**config.mk**
```make
export PLATFORM = sky130hd
export DESIGN_NAME = micro_tile_selector
export DESIGN_NICKNAME = d
export VERILOG_FILES = /design/src/rtl/micro_tile_selector.sv
export SDC_FILE = /design/constraint.sdc
export NUM_CORES = 1
export LEC_CHECK = 0
export CORE_MARGIN = 2
export CORE_UTILIZATION = 55
export CTS_CLUSTER_SIZE = 30
export DETAILED_ROUTE_END_ITERATION = 16
export PLACE_DENSITY = 0.82
export SLEW_MARGIN = 10
export SYNTH_ARGS = -nofsm -noshare
export SYNTH_HDL_FRONTEND = slang
export SYNTH_SLANG_ARGS = --single-unit
```
**constraint.sdc**
```tcl
create_clock -name clk -period 2.7 [get_ports clk]
set_clock_uncertainty 0.2 [all_clocks]
set_input_delay 0.675 -clock clk [delete_from_list [all_inputs] [get_ports clk]]
set_output_delay 0.675 -clock clk [all_outputs]
set_load 0.02 [all_outputs]
```
**src/rtl/micro_tile_selector.sv**
```systemverilog
// Debounced tile-select front end: synchronises and debounces the raw select pins,
// then performs a gated, reset-held handover to the newly selected tile.
module micro_tile_selector #(
    parameter int SEL_W           = 2,
    parameter int SYNC_STAGES     = 2,
    parameter int DEBOUNCE_CYCLES = 4,
    parameter int RESET_CYCLES    = 8
) (
    input  logic             clk,
    input  logic             rst,
    input  logic [SEL_W-1:0] req_sel,
    input  logic             ext_rst_n,
    output logic [SEL_W-1:0] sel,
    output logic             tile_clk_en,
    output logic             tile_rst_n,
    output logic             switching,
    output logic [7:0]       switch_count
);

    localparam int DB_W   = (DEBOUNCE_CYCLES > 1) ? $clog2(DEBOUNCE_CYCLES) : 1;
    localparam int HOLD_W = (RESET_CYCLES > 1) ? $clog2(RESET_CYCLES) : 1;

    typedef enum logic [1:0] {
        RUN,
        GATE,
        SWAP,
        HOLD
    } state_t;

    logic [SYNC_STAGES-1:0][SEL_W-1:0] sync_q;
    logic [SEL_W-1:0]  req_s;
    logic [SEL_W-1:0]  req_prev;
    logic [SEL_W-1:0]  stable_sel;
    logic [DB_W-1:0]   db_cnt;
    logic              db_cond;

    state_t            state, state_d;
    logic [HOLD_W-1:0] hold_cnt, hold_cnt_d;
    logic [SEL_W-1:0]  sel_d;
    logic              tile_clk_en_d;
    logic              tile_rst_n_d;
    logic              switching_d;
    logic [7:0]        switch_count_d;

    always_ff @(posedge clk) begin
        if (rst) begin
            sync_q <= '0;
        end else begin
            sync_q <= {sync_q[SYNC_STAGES-2:0], req_sel};
        end
    end

    assign req_s   = sync_q[SYNC_STAGES-1];
    assign db_cond = (req_s != stable_sel) && (req_s == req_prev);

    // A new value is accepted only after it has stayed put for DEBOUNCE_CYCLES
    // consecutive comparisons against its own previous sample.
    always_ff @(posedge clk) begin
        if (rst) begin
            req_prev   <= '0;
            stable_sel <= '0;
            db_cnt     <= '0;
        end else begin
            req_prev <= req_s;
            if (db_cond) begin
                if (db_cnt == DB_W'(DEBOUNCE_CYCLES - 1)) begin
                    stable_sel <= req_s;
                    db_cnt     <= '0;
                end else begin
                    db_cnt <= db_cnt + 1'b1;
                end
            end else begin
                db_cnt <= '0;
            end
        end
    end

    always_comb begin
        state_d    = state;
        hold_cnt_d = hold_cnt;
        case (state)
            RUN:  if (stable_sel != sel) state_d = GATE;
            GATE: state_d = SWAP;
            SWAP: begin
                state_d    = HOLD;
                hold_cnt_d = '0;
            end
            HOLD: begin
                if (hold_cnt == HOLD_W'(RESET_CYCLES - 1)) begin
                    state_d = RUN;
                end else begin
                    hold_cnt_d = hold_cnt + 1'b1;
                end
            end
            default: state_d = HOLD;
        endcase
    end

    // Outputs are decoded from the next state and registered alongside it, so
    // sel can only move on the edge that enters SWAP, when the clock is already gated.
    always_comb begin
        sel_d          = sel;
        switch_count_d = switch_count;
        tile_clk_en_d  = 1'b1;
        tile_rst_n_d   = 1'b0;
        switching_d    = 1'b1;
        case (state_d)
            RUN: begin
                tile_rst_n_d = ext_rst_n;
                switching_d  = 1'b0;
            end
            GATE: tile_clk_en_d = 1'b0;
            SWAP: begin
                tile_clk_en_d = 1'b0;
                sel_d         = stable_sel;
                if (switch_count != 8'hFF) switch_count_d = switch_count + 8'd1;
            end
            default: ;
        endcase
    end

    always_ff @(posedge clk) begin
        if (rst) begin
            state        <= HOLD;
            hold_cnt     <= '0;
            sel          <= '0;
            tile_clk_en  <= 1'b1;
            tile_rst_n   <= 1'b0;
            switching    <= 1'b1;
            switch_count <= 8'd0;
        end else begin
            state        <= state_d;
            hold_cnt     <= hold_cnt_d;
            sel          <= sel_d;
            tile_clk_en  <= tile_clk_en_d;
            tile_rst_n   <= tile_rst_n_d;
            switching    <= switching_d;
            switch_count <= switch_count_d;
        end
    end

endmodule
```
==> metrics.yaml, run 1 <==
run_status:
  status: "finished clean"
routing:
  firstDrtPassIters: 4
  via_per_inst: 5.43
  final_antenna_net_count: 0
  drt_iter0_markers: 13
  wl_um: 2020
  drcViolationCount: 0
  vias: 891
  avgRoutedWirePerCell_um: 12.3
cells_and_area:
  layout-drive-gt1-share_pct: 9.49
  n_antenna_cell: 0
  fin_nets: 149
  fillers: 169
  area_growth_pct: 18.8
place:
  gp_congestion: 0.765
  numPortBuffers: 17
  dpl.hpwl_um: 1550
worst_setup_path:
  critical_path_arrival_ns: 1.43
  required_ns: 1.82
  rr_startpoint: "state[0]"
  cp_max_fo: 7
  rrSetupSlack_ns: 0.97
  crit_buf_inv: 1
  path_class: "register to primary output"
  crit_chain: "clkdlybuf4s50_1"
  slowest_delay_ns: 0.65
  crit_family: "buffers and inverters"
  end_kind: "primary output"
  rr_endpoint: "switch_count[5]"
  critPathLaunchType: "register"
  worst-r2r-cell-count: 5
  cp_slowest_cell: "clkdlybuf4s50_1"
power_and_ir_drop:
  ir_worst_vdd_v: 0.000375
  pwr-share-seq_pct: 68.1
  leakage_nw: 0.584
  powerDensity_nw_per_um2: 452
  pwr-share-comb_pct: 6.2
  power.switching_uw: 135
  switching_share_pct: 21.4
  clkPwrFrac_pct: 25.7
  p_int_uw: 496
floorplan:
  die_area_um2: 2520
  rows: 16
  die_x_um: 50.2
  ioPinCount: 18
  core_area_um2: 1980
  start_util_pct: 59.3
  die_h_um: 50.2
clocking:
  clk_latency_ns: 0.31
  cts_resized: 0
  cts_tree: "done"
  cts.clk_slew.worst_paths_ns: 0.13
  cts_root_buffer: "clkbuf_4"
  htree_levels: 1
  cts_buffer_depth: 2
  cts_setup_buffers: 0
  cts_hold_buf: 0
  cts_buffers: 3
  clock-sinks: 28
synthesis:
  synth_fp_nets: 128
  synth.avg_cell_area_um2: 9.96
  netlist_top_cells_count: "28 x dfxtp_1, 19 x nor2_1, 7 x mux2i_1, 7 x nand2_1, 7 x nor2b_1"
  netlist_area_um2: 1170
  ys_ff_latch: 28
  synth_top_area_share_pct: 47.7
  ys_types: 31
  ys_seq_area_share_pct: 47.7
  yosysWarnings: 0
  yosysMostFrequentCell: "dfxtp_1"
  synth_largest_area_cell: "dfxtp_1"
  synthArstFlopShare_pct: 0
  syn_inst: 118
  ys_top_cells_by_area: "dfxtp_1 48%, nor2_1 6.1%, mux2i_1 6.0%"
  synth_enable_flop_cells: 0
  synthFlopType: "dfxtp_1"
sta:
  hold_ws_ns: 0.248
  tns_ns: 0
  fin_crit_ns: 2.31
  rsz0062_at_grt: "false"
  fin_crit_sh_pct: 85.5
  slew_headroom_pct: 71.2
  clock.fmax_mhz: 433
  max_slew.worst_pin.slew_ns: 0.431
  finalHoldViolCount: 0
  setup_viol: 0
  slew_violations: 0
global_route:
  grt_pass1_vias: 864
  grtUsageTotal_pct: 18.8
  grt_pass1_wl_um: 3620
  grt-busiest-layer: "met2"
  gr-usage-met3_pct: 3.27
  overflow: 0
  grt_max_degree: 15
  grt_use_met1_pct: 22.8
  antenna_found_initial: 0
  use_met2_pct: 32.9
job:
  maxCapViolCount: 0
min_path:
  min_path_type: "register to register"
  whs_endpoint: "db_cnt[0]"
  min_from: "db_cnt[0]"
  holdPathStages: 1
## placed cells by master, fill, tap and decap left out
master	instances
dfxtp_1	28
nor2_1	19
clkdlybuf4s50_1	17
nand2_1	7
nor2b_1	7
mux2i_1	7
xnor2_1	5
nor3_1	5
ha_1	5
a21oi_1	4
nand4_1	3
xor2_1	3
clkbuf_4	3
buf_4	3
nand2b_1	2
and3_2	2
or3_1	2
a22oi_1	2
inv_1	2
and2_1	1
nand3_1	1
o21ai_2	1
o2111ai_2	1
o211ai_1	1
nor4_1	1
nand4b_4	1
a211oi_1	1
a311oi_2	1
a31oi_1	1
nor4b_2	1
## worst max path at each step
stage	startpoint	to	slack, ns	cells past startpoint
after floorplan	switch_count[0]	switch_count[1]	1.04	5
after global placement	switch_count[7]	switch_count[7]	0.76	1
after detailed placement	switch_count[2]	switch_count[2]	0.75	1
after CTS	switch_count[2]	switch_count[2]	0.37	1
after global routing	switch_count[6]	switch_count[6]	0.33	1
final	switch_count[6]	switch_count[6]	0.39	1
## per-stage QoR
stage	worst slack [ns]	instance area [µm²]	instances	power, mW	util, %
3_3_place_gp	0.763	1370	161	0.475	69.3
3_5_place_dp	0.751	1370	161	0.478	69.3
4_1_cts	0.370	1400	164	0.638	70.5
5_1_grt	0.334	1400	164	0.657	70.5
6_report	0.391	1400	164	0.630	70.5
2_1_floorplan	1.04	1170	118	0.465	-
## sequential cells by signal, indices dropped and copies added, names as in the netlist
| signal | cells |
|---|---|
| db_cnt | 2 |
| hold_cnt | 3 |
| req_prev | 2 |
| req_s | 2 |
| sel | 2 |
| stable_sel | 2 |
| state | 2 |
| switch_count | 8 |
| switching | 1 |
| sync_q | 2 |
| tile_clk_en | 1 |
| tile_rst_n | 1 |
## area by class of cell
cell class,instances,area (µm²),share of cell area (%)
Multi-Input combinational cell,84,579,41.5
Sequential cell,28,561,40.1
Timing Repair Buffer,20,193,13.8
Tap cell,27,33.8,2.42
Clock buffer,3,22.5,1.61
Inverter,2,7.51,0.538
## cells by family after synthesis
kind of cell    after synthesis  share of synthesized area [%]
compound gates               12                           8.09
xor+xnor                      8                           5.96
fa+ha+maj                     5                           5.32
buf+inv                       6                           2.98
flops                        28                           47.7
mux                           7                           5.96
simple gates                 52                           24.0
## routing by layer
layer / vias to the layer above / share of wire [%]
li1: 445 / -
met1: 429 / 46
met2: 15 / 50
met3: 2 / 3.2
met4: 0 / 0.64
met5: - / 0
## power by group through the flow
stage	logic [mW]	registers [mW]	clock network [mW]
floorplan	0.0272	0.437	0
global placement	0.0371	0.438	0
detailed placement	0.0395	0.439	0
CTS	0.0399	0.430	0.169
global route	0.0457	0.431	0.180
finish	0.0391	0.429	0.162
No activity file was read; power rests on OpenSTA's default activity.
==> inputs of run 2 (changes only) <==
CAP_MARGIN = 20   (was default)
==> results of run 2 <==
No change in the layout: final DEF, timing and power equal those of run 1.
